$ cat src/rtl/pipeline_ctrl.sv
// Stall/flush sequencer for the 5-stage MIPS pipeline: memory-wait FSM with timeout,
// mult/div latency counter, and all PC/pipeline-register control. Optional macro: STALL_COUNTER_EN.
module pipeline_ctrl #(
  parameter int MD_CYCLES   = 32,
  parameter int MEM_TIMEOUT = 255
) (
  input  logic       clk,
  input  logic       reset,
  input  logic       MemRd_ID_EX,
  input  logic [4:0] RegisterRt_ID_EX,
  input  logic [4:0] RegisterRs_IF_ID,
  input  logic [4:0] RegisterRt_IF_ID,
  input  logic       BranchTaken_EX,
  input  logic       MemReq_MEM,
  input  logic       MemReady,
  input  logic       MdStart_EX,
  input  logic       MdUse_ID,
  output logic       PCWr,
  output logic       IF_ID_Wr,
  output logic       IF_ID_Flush,
  output logic       ID_EX_Wr,
  output logic       ID_EX_Flush,
  output logic       EX_MEM_Wr,
  output logic       MEM_WB_Wr,
  output logic       MdBusy,
  output logic       MemErr
`ifdef STALL_COUNTER_EN
  ,
  output logic [31:0] StallCycles
`endif
);

  localparam int CNT_W  = $clog2(MD_CYCLES + 1);
  localparam int WAIT_W = $clog2(MEM_TIMEOUT + 1);
  localparam logic [CNT_W-1:0]  MD_LOAD   = CNT_W'(MD_CYCLES);
  localparam logic [WAIT_W-1:0] WAIT_LAST = WAIT_W'(MEM_TIMEOUT - 1);

  typedef enum logic {RUN = 1'b0, MEM_WAIT = 1'b1} state_t;

  state_t            state;
  state_t            stateNext;
  logic [WAIT_W-1:0] waitCnt;
  logic [CNT_W-1:0]  mdCnt;
  logic              memWaitStart;
  logic              freeze;
  logic              timeout;
  logic              loadUse;
  logic              mdUseStall;
  logic              mdBusyInt;

  assign memWaitStart = (state == RUN) && MemReq_MEM && !MemReady;
  assign freeze       = memWaitStart || ((state == MEM_WAIT) && !MemReady);
  // waitCnt holds the MEM_WAIT cycles already elapsed, so the current cycle is number waitCnt+1.
  assign timeout      = (state == MEM_WAIT) && !MemReady && (waitCnt == WAIT_LAST);

  assign loadUse    = MemRd_ID_EX && (RegisterRt_ID_EX != 5'd0) &&
                      ((RegisterRt_ID_EX == RegisterRs_IF_ID) ||
                       (RegisterRt_ID_EX == RegisterRt_IF_ID));
  assign mdBusyInt  = (mdCnt != '0);
  assign mdUseStall = MdUse_ID && mdBusyInt;

  always_ff @(posedge clk or posedge reset) begin
    if (reset) begin
      state <= RUN;
    end else begin
      state <= stateNext;
    end
  end

  always_comb begin
    stateNext = state;
    case (state)
      RUN: begin
        if (memWaitStart) stateNext = MEM_WAIT;
      end
      MEM_WAIT: begin
        if (MemReady || timeout) stateNext = RUN;
      end
      default: stateNext = RUN;
    endcase
  end

  always_comb begin
    PCWr        = 1'b1;
    IF_ID_Wr    = 1'b1;
    IF_ID_Flush = 1'b0;
    ID_EX_Wr    = 1'b1;
    ID_EX_Flush = 1'b0;
    EX_MEM_Wr   = 1'b1;
    MEM_WB_Wr   = 1'b1;
    MdBusy      = mdBusyInt;
    MemErr      = timeout;
    if (reset) begin
      PCWr      = 1'b0;
      IF_ID_Wr  = 1'b0;
      ID_EX_Wr  = 1'b0;
      EX_MEM_Wr = 1'b0;
      MEM_WB_Wr = 1'b0;
      MdBusy    = 1'b0;
      MemErr    = 1'b0;
    end else if (freeze) begin
      PCWr      = 1'b0;
      IF_ID_Wr  = 1'b0;
      ID_EX_Wr  = 1'b0;
      EX_MEM_Wr = 1'b0;
      MEM_WB_Wr = 1'b0;
    end else if (BranchTaken_EX) begin
      // The ID instruction is squashed, so any hazard it carries is irrelevant.
      IF_ID_Flush = 1'b1;
      ID_EX_Flush = 1'b1;
    end else if (loadUse || mdUseStall) begin
      PCWr        = 1'b0;
      IF_ID_Wr    = 1'b0;
      ID_EX_Flush = 1'b1;
    end
  end

  always_ff @(posedge clk or posedge reset) begin
    if (reset) begin
      waitCnt <= '0;
    end else if ((state == MEM_WAIT) && !MemReady && !timeout) begin
      waitCnt <= waitCnt + WAIT_W'(1);
    end else begin
      waitCnt <= '0;
    end
  end

  // A frozen EX stage cannot issue, so the load is qualified by EX_MEM_Wr; the newest op always reloads.
  always_ff @(posedge clk or posedge reset) begin
    if (reset) begin
      mdCnt <= '0;
    end else if (MdStart_EX && EX_MEM_Wr) begin
      mdCnt <= MD_LOAD;
    end else if (mdBusyInt) begin
      mdCnt <= mdCnt - CNT_W'(1);
    end
  end

`ifdef STALL_COUNTER_EN
  always_ff @(posedge clk or posedge reset) begin
    if (reset) begin
      StallCycles <= '0;
    end else if (!PCWr) begin
      StallCycles <= StallCycles + 32'd1;
    end
  end
`endif

endmodule

$ cat config.mk
export PLATFORM = sky130hd
export DESIGN_NAME = pipeline_ctrl
export DESIGN_NICKNAME = d
export VERILOG_FILES = /design/src/rtl/pipeline_ctrl.sv
export SDC_FILE = /design/constraint.sdc
export NUM_CORES = 1
export LEC_CHECK = 0
export ABC_CLOCK_PERIOD_IN_PS = 2400
export BUFFER_PORTS_ARGS = -buffer_cell sky130_fd_sc_hd__buf_2
export CORE_ASPECT_RATIO = 1.25
export CORE_UTILIZATION = 45
export CTS_CLUSTER_DIAMETER = 30
export DETAILED_ROUTE_END_ITERATION = 10
export HOLD_SLACK_MARGIN = 0.06
export PLACE_DENSITY = 0.74
export SYNTH_ARGS = -nofsm -noshare
export SYNTH_HDL_FRONTEND = slang
export SYNTH_SLANG_ARGS = --single-unit
$ cat constraint.sdc
create_clock -name clk -period 2.4 [get_ports clk]
set_clock_uncertainty 0.2 [all_clocks]
set_input_delay 0.48 -clock clk [delete_from_list [all_inputs] [get_ports clk]]
set_output_delay 0.48 -clock clk [all_outputs]
set_load 0.1 [all_outputs]
==> impl_metrics.csv, run 1 <==
group,metric,value,unit
run_status,status,"complete, but fails checks",
run_status,violations,"negative setup slack",
critical_path,category_of_the_critical_setup_timing_path,"flip-flop to primary output",
synthesis,synthesis.area,967,um^2
cts,cts.root.buffer_cell,"sky130_fd_sc_hd__clkbuf_4",
cells_and_area,area.sequential,377,um^2
critical_path,startpoint_type,"flip-flop",
sta,tns,-0.374,ns
critical_path,crit_path_max_fanout,3,
cts,tritoncts_clock_tree,"done",
cts,numClockSinks,15,
critical_path,timing.critical_path.to,"PCWr",
synthesis,synth_async_sr_flop_share,100,%
synthesis,synth.avg_cell_area,9.39,um^2
cells_and_area,antenna_cells_inserted,0,
floorplan,floorplan.core_area,2000,um^2
route,avgViaCountPerCell,5.25,
cts,tritoncts.num_buffers,3,
sta,rsz0062_at_grt,"yes",
run,timing.max_cap.violations,0,
cells_and_area,final_cell_count_no_fill,171,
floorplan,std_cell_rows,18,
placement,port-buffer-count,31,
floorplan,die_h,53.8,um
synthesis,netlist_top_cells_area,"sky130_fd_sc_hd__dfrtp_1, sky130_fd_sc_hd__xor2_1, sky130_fd_sc_hd__nor2_1, sky130_fd_sc_hd__ha_1, sky130_fd_sc_hd__nor3_1",
cts,cts-htree-levels,1,
sta,timing.final.setup_violations,4,
critical_path,end_kind,"primary output",
power,p_per_area,701,nW/um^2
route,drt.antenna.violating_nets,0,
cts,cts.clk_slew.worst_paths,0.09,ns
synthesis,synth_ff_type,"sky130_fd_sc_hd__dfrtp_1",
synthesis,post_synth_num_cell_types,33,
power,leakagePower,0.694,nW
critical_path,r2r_endpoint,"state",
floorplan,initial_core_util,48.3,%
cts,ctsLongestPathBuffers,2,
synthesis,synthTopCellsByCount,"sky130_fd_sc_hd__xor2_1, sky130_fd_sc_hd__nor2_1, sky130_fd_sc_hd__dfrtp_1, sky130_fd_sc_hd__nor3_1",
cells_and_area,fillers,141,
route,routed_wire_length_per_instance,13.0,um
placement,gp_congestion,0.791,
placement,preCtsSetupSlack,-0.0794,ns
synthesis,syn-num-nets,130,
global_route,globalRoute.totalOverflow,0,
sta,timing.final.hold_violations,0,
sta,setup_slack_of_the_critical_path_after_layout,-0.118,ns
route,routed_wirelength,2220,um
cells_and_area,finish.net_count,179,
sta,post-route-period-util,105,%
placement,place_inst,154,
route,routed_vias,898,
power,worst_ir_drop_vdd,584,uV
floorplan,die-area,2340,um^2
critical_path,worstRegToRegCells,5,
cells_and_area,final_layout_size_suffix_gt1_share,45.0,%
global_route,gr-usage-all-layers,19.4,%
sta,layout_min_cycle_time,2.52,ns
sta,maxSlewViolCount,0,
critical_path,worst-endpoint-arrival,1.84,ns
synthesis,netlist_instances,103,
cells_and_area,area.growth.synth_to_final,52.1,%
cells_and_area,multiInputGateArea,616,um^2
sta,tightest_slew,0.588,ns
route,dr.first_iter.drc_count,5,
placement,hpwlAfterDp,1640,um
synthesis,synth_largest_area_cell,"sky130_fd_sc_hd__dfrtp_1",
worst_hold_path,timing.hold.worst.class,"input pin to async pin",
synthesis,synth-warning-count,0,
synthesis,synth_top_area_share,38.8,%
critical_path,cp_data_required_time,1.72,ns
global_route,grt_max_degree,16,
cts,insertion_delay,0.27,ns
sta,relSlewSlack,60.8,%
critical_path,cp-startpoint,"mdCnt[2]",
floorplan,ioPinCount,32,
sta,fmax,0.397,GHz
route,detail_route.drc_violations,0,
global_route,grt_pass1_vias,850,
placement,placed_cell_area,1340,um^2
route,drt-pass1-iter-count,3,
floorplan,dieWidth,43.5,um
synthesis,synth_edf_count,0,
critical_path,crit-reg2reg-launch,"waitCnt[3]",
global_route,global_route_wire_length_before_repair,3390,um
synthesis,synth.ff_latch_count,15,
synthesis,synth_sequential_area_ratio,38.8,%
cells_and_area,stdcell_area,1470,um^2
critical_path,regToRegSetupSlack,0.62,ns
global_route,antenna_found_initial,0,
synthesis,synth_most_common_cell,"sky130_fd_sc_hd__xor2_1",
## routing by layer
metal  global-route usage (%)  up-vias  wire, um
li1                         -      443         -
met2                     35.9       28      1200
met3                     4.36        4       112
met5                        0        -         0
met4                     7.81        0        39
met1                     21.5      423       864
## sequential cells by signal, indices dropped and copies added (netlist names)
name     cells
mdCnt        6
state        1
waitCnt      8
## cells by family after synthesis
logic type / after synthesis / share of synthesized area, %
and+or+nand+nor: 44 / 24.2
DFF: 15 / 38.8
xor gates and xnor gates: 20 / 18.1
buffers and inverters: 9 / 5.43
adders and majority gates: 4 / 5.17
AOI/OAI and AO/OA: 11 / 8.28
## worst max-delay path: stages (launching register included)
cell and delay, ns:
sky130_fd_sc_hd__dfrtp_1 0.40, sky130_fd_sc_hd__or3_4 0.41, sky130_fd_sc_hd__or2_4 0.25, sky130_fd_sc_hd__nand3b_1 0.10
sky130_fd_sc_hd__o311a_4 0.22, sky130_fd_sc_hd__buf_12 0.18
## how the worst min path moves through the flow
| stage | start | endpoint | slack (ns) | depth (start not counted) |
|---|---|---|---|---|
| floorplan | reset | mdCnt[0] | 0.18 | 1 |
| global placement | state | state | 0.31 | 1 |
| detailed placement | state | state | 0.34 | 1 |
| CTS | reset | mdCnt[1] | 0.17 | 2 |
| global route | reset | mdCnt[4] | 0.21 | 2 |
| finish | reset | mdCnt[4] | 0.15 | 2 |
## timing repair
| item | in CTS | in global routing |
|---|---|---|
| endpoints found under the setup margin | 3 | 5 |
| hold buffers | 0 | 0 |
| gates resized for setup | 3 | 3 |
| pin swaps | 3 | 4 |
| buffers inserted | 3 | 10 |
| cloned | 0 | 0 |
## layout make-up
type | instances | share of cell area (%)
Sequential cell | 15 | 25.6
Timing Repair Buffer | 49 | 28.1
Multi-Input combinational cell | 79 | 41.8
Inverter | 4 | 1.02
Tap cell | 20 | 1.70
Clock buffer | 4 | 1.79
## through the flow
step                total power [W]  hold slack [ns]  utilization (%)
detailed placement         0.000814            0.338             66.8
CTS                         0.00100            0.173             69.5
global placement           0.000790            0.314             66.8
finish                      0.00103            0.155             73.4
global route                0.00110            0.213             73.4
floorplan                  0.000693            0.181                -
## placed cells by master (no fill, tap or decap), drive strengths merged, types with 2 or more instances in the layout
cell type and count:
buf 49, nand3b 3, clkbuf 4, nand3 3, ha 4, dfrtp 15, or3 2, o21ai 4
nand4 2, inv 4, xor2 18, nand2b 3, nand2 2, xnor2 2, nor3 5, nor2 17
## power by group
group          internal [W]  total, W  leakage (nW)  switching (W)
Combinational      0.000256  0.000545         0.485       0.000289
Sequential         0.000306  0.000345         0.195      0.0000383
Clock             0.0000643  0.000142        0.0150      0.0000780
(Power assumes the default switching activity.)
==> run 2: changes to the inputs <==
--- a/config.mk
+++ b/config.mk
@@ -5,6 +5,7 @@
 export SDC_FILE = /design/constraint.sdc
 export NUM_CORES = 1
 export LEC_CHECK = 0
+export ABC_AREA = 1
 export ABC_CLOCK_PERIOD_IN_PS = 2400
 export BUFFER_PORTS_ARGS = -buffer_cell sky130_fd_sc_hd__buf_2
 export CORE_ASPECT_RATIO = 1.25
@@ -12,7 +13,7 @@
 export CTS_CLUSTER_DIAMETER = 30
 export DETAILED_ROUTE_END_ITERATION = 10
 export HOLD_SLACK_MARGIN = 0.06
-export PLACE_DENSITY = 0.74
+export PLACE_DENSITY = 0.73
 export SYNTH_ARGS = -nofsm -noshare
 export SYNTH_HDL_FRONTEND = slang
 export SYNTH_SLANG_ARGS = --single-unit
==> run 2 against run 1 <==
The run now ends clean. Non-clock buffer count down 15. Sequential power up 1%. Register-to-register slack better by 0.24 ns. Critical path type unchanged. Largest power group unchanged.
==> impl_metrics.csv, run 2 <==
group,metric,value,unit
run_status,status,"complete, no violations",
cts,numClockSinks,15,
power,power.share.switching,42.4,%
cts,tritoncts.num_buffers,3,
critical_path,worst-endpoint-arrival,1.61,ns
global_route,gr_layer_usage_met3,0.965,%
sta,layout_min_cycle_time,2.29,ns
critical_path,startpoint_type,"flip-flop",
critical_path,slowest_stage,"sky130_fd_sc_hd__dfrtp_1",
cells_and_area,final_cell_count_no_fill,211,
placement,place_inst,206,
power,net_switching_power,0.000400,W
route,drt.antenna.violating_nets,0,
worst_hold_path,min-delay-start,"MemReq_MEM",
power,p_per_area,644,nW/um^2
route,dr.first_iter.drc_count,10,
cells_and_area,most_flop_heavy_register,"waitCnt",
placement,gp_congestion,0.761,
synthesis,syn-num-nets,172,
worst_hold_path,timing.hold.worst.class,"input pin to flip-flop",
run,timing.max_cap.violations,0,
critical_path,crit-reg2reg-launch,"mdCnt[0]",
critical_path,sequence_of_cells_on_the_critical_path,"inv_1 -> ha_1 -> nand4_2 -> nand2_1 -> nand3_2 -> nand2_8 -> buf_12",
floorplan,die_h,56.3,um
critical_path,crit_path_max_incr_delay,0.40,ns
critical_path,worstRegToRegCells,7,
critical_path,regToRegSetupSlack,0.86,ns
cells_and_area,area.sequential,375,um^2
critical_path,critPathTopFamily,"simple AND/OR/NAND/NOR gates",
cells_and_area,antenna_cells_inserted,0,
synthesis,synth_edf_count,0,
floorplan,floorplan.core_area,2210,um^2
sta,tns,0,ns
synthesis,post_synth_num_cell_types,24,
synthesis,yosys.area_share.simple,36.4,%
sta,timing.final.setup_violations,0,
power,clockPowerShare,14.9,%
route,routed_wire_length_per_instance,10.5,um
global_route,grt_pass1_vias,1038,
critical_path,crit_path_max_fanout,5,
synthesis,synth-compound-area-share,5.42,%
synthesis,post_synth_xor_area_fraction,5.77,%
floorplan,std_cell_rows,19,
global_route,global_route.usage.met2,41.0,%
critical_path,r2r_endpoint,"mdCnt[0]",
global_route,grt-busiest-layer,"met2",
cells_and_area,layout_common_cells,"sky130_fd_sc_hd__nand2_1, sky130_fd_sc_hd__buf_2, sky130_fd_sc_hd__inv_1, sky130_fd_sc_hd__dfrtp_1, sky130_fd_sc_hd__nor2_1",
cells_and_area,fillers,191,
synthesis,netlist_instances,145,
sta,fmax,0.437,GHz
sta,relSlewSlack,56.5,%
route,routed_vias,988,
synthesis,arithmetic_cell_share_of_the_synthesized_area_counting_full_adders_half_adders_and_majority_gates,4.71,%
cts,ctsLongestPathBuffers,2,
worst_hold_path,hold_end,"state",
route,avgViaCountPerCell,4.68,
power,comb_power_share,48.1,%
global_route,globalRoute.totalOverflow,0,
sta,timing.final.hold_violations,0,
global_route,gr-usage-met1,19.8,%
synthesis,synth_largest_area_cell,"sky130_fd_sc_hd__dfrtp_1",
route,drt-pass1-iter-count,4,
cells_and_area,final_layout_size_suffix_gt1_share,33.3,%
cells_and_area,fraction_of_the_core_area_covered_by_cells_at_the_end_of_the_flow,66.3,%
cells_and_area,largest_register_ffs,8,
power,p_int,0.000543,W
power,leakagePower,0.766,nW
synthesis,post_synth_mux_area_share,0,%
sta,post-route-period-util,95.4,%
power,pwr-share-seq,37.0,%
global_route,grt_max_degree,16,
synthesis,synth_async_sr_flop_share,100,%
cts,tritoncts_clock_tree,"done",
cts,cts.clk_slew.worst_paths,0.09,ns
synthesis,synth_ff_type,"sky130_fd_sc_hd__dfrtp_1",
critical_path,category_of_the_critical_setup_timing_path,"flip-flop to primary output",
global_route,gr-usage-all-layers,20.1,%
synthesis,synth.ff_latch_count,15,
global_route,global_route_wire_length_before_repair,3930,um
cells_and_area,finish.net_count,208,
cts,insertion_delay,0.28,ns
route,detail_route.drc_violations,0,
floorplan,ioPinCount,32,
cells_and_area,layout_commonest_cell,"sky130_fd_sc_hd__nand2_1",
synthesis,largest_family_of_logic_cells_by_synthesized_area,"simple AND/OR/NAND/NOR gates",
floorplan,dieWidth,45.5,um
floorplan,die-area,2560,um^2
synthesis,netlist_top_cells_area,"sky130_fd_sc_hd__dfrtp_1, sky130_fd_sc_hd__nand2_1, sky130_fd_sc_hd__inv_1, sky130_fd_sc_hd__nor2_1, sky130_fd_sc_hd__ha_1",
sta,maxSlewViolCount,0,
power,worst_ir_drop_vdd,433,uV
global_route,antenna_found_initial,0,
synthesis,synth_most_common_cell,"sky130_fd_sc_hd__nand2_1",
critical_path,cp_data_required_time,1.72,ns
synthesis,synth_top_area_share,35.3,%
placement,hpwlAfterDp,1810,um
route,routed_wirelength,2220,um
worst_hold_path,worst_hold_path.num_cells,3,
sta,rsz0062_at_grt,"no",
power,power.total,0.000943,W
synthesis,synth_sequential_area_ratio,35.3,%
synthesis,synthTopCellsByCount,"sky130_fd_sc_hd__nand2_1, sky130_fd_sc_hd__inv_1, sky130_fd_sc_hd__dfrtp_1, sky130_fd_sc_hd__nor2_1",
cts,cts-htree-levels,1,
cells_and_area,area.growth.synth_to_final,37.9,%
synthesis,synth-warning-count,0,
floorplan,initial_core_util,48.0,%
cells_and_area,reg_top3,"waitCnt x8, mdCnt x6, state x1",
synthesis,synthesis.area,1060,um^2
critical_path,end_kind,"primary output",
critical_path,critical_path.n_buffers_inverters,2,
placement,port-buffer-count,31,
sta,tightest_slew,0.651,ns
cells_and_area,multiInputGateArea,591,um^2
synthesis,synth.avg_cell_area,7.33,um^2
cts,cts.root.buffer_cell,"sky130_fd_sc_hd__clkbuf_4",
==> run 2: changes by cell type after synthesis, moves of 4 or more <==
cell and delta:
sky130_fd_sc_hd__nor3_1 -4, sky130_fd_sc_hd__nand2_1 +38, sky130_fd_sc_hd__inv_1 +19, sky130_fd_sc_hd__xor2_1 -15, sky130_fd_sc_hd__inv_2 +6
==> run 2: per-stage QoR <==
stage / hold WS, ns / setup WS (ns) / cell area [um^2]
after CTS: 0.264 / 0.0437 / 1460
after global routing: 0.291 / 0.0127 / 1470
final: 0.273 / 0.111 / 1470
after detailed placement: 0.312 / 0.182 / 1420
after floorplan: 0.109 / -0.0785 / 1110
after global placement: 0.299 / 0.247 / 1420
==> run 2: power groups by stage <==
| stage | clock [W] | combinational, W | sequential, W |
|---|---|---|---|
| floorplan | 0 | 0.000323 | 0.000347 |
| global placement | 0 | 0.000434 | 0.000352 |
| detailed placement | 0 | 0.000451 | 0.000355 |
| CTS | 0.000146 | 0.000456 | 0.000350 |
| global route | 0.000153 | 0.000502 | 0.000357 |
| finish | 0.000141 | 0.000453 | 0.000349 |
==> run 2: layout make-up <==
type | count | share of cell area [%]
Clock buffer | 4 | 1.79
Inverter | 29 | 8.11
Multi-Input combinational cell | 98 | 40.3
Sequential cell | 15 | 25.6
Tap cell | 31 | 2.65
Timing Repair Buffer | 34 | 21.5
==> run 2: kinds of logic (layout without fill, tap and decap cells) <==
family | Yosys count | in the layout
simple gates | 77 | 77
buf+inv | 32 | 67
flops | 15 | 15
compound gates | 10 | 10
xor+xnor | 7 | 7
fa+ha+maj | 4 | 4
==> run 2: how the worst max path moves through the flow <==
| stage | endpoint | depth (start not counted) | startpoint | slack [ns] |
|---|---|---|---|---|
| after CTS | PCWr | 7 | mdCnt[0] | 0.04 |
| after floorplan | PCWr | 6 | reset | -0.08 |
| after global routing | IF_ID_Wr | 7 | mdCnt[0] | 0.01 |
| after global placement | IF_ID_Wr | 9 | RegisterRt_ID_EX[3] | 0.25 |
| after detailed placement | PCWr | 8 | MemReady | 0.18 |
| final | PCWr | 7 | mdCnt[0] | 0.11 |
==> run 2: tightest hold or removal path: stages <==
cell and delay, ns:
sky130_fd_sc_hd__buf_2 0.10, sky130_fd_sc_hd__nand3_1 0.07, sky130_fd_sc_hd__nand2_1 0.07
==> run 2: timing repair <==
| action | 4_1_cts | 5_1_grt |
|---|---|---|
| setup buffers | 0 | 0 |
| hold endpoints to repair | 15 | 0 |
| gates resized for setup | 0 | 1 |
| hold buffers | 1 | 0 |
| setup endpoints to repair | 0 | 2 |
==> run 2: per-layer routing <==
layer	part of all wire, %	routed length (um)	up-vias
met5	0	0	-
li1	-	-	514
met2	59	1310	20
met1	38	838	450
met4	0.81	18	0
met3	2.7	61	4
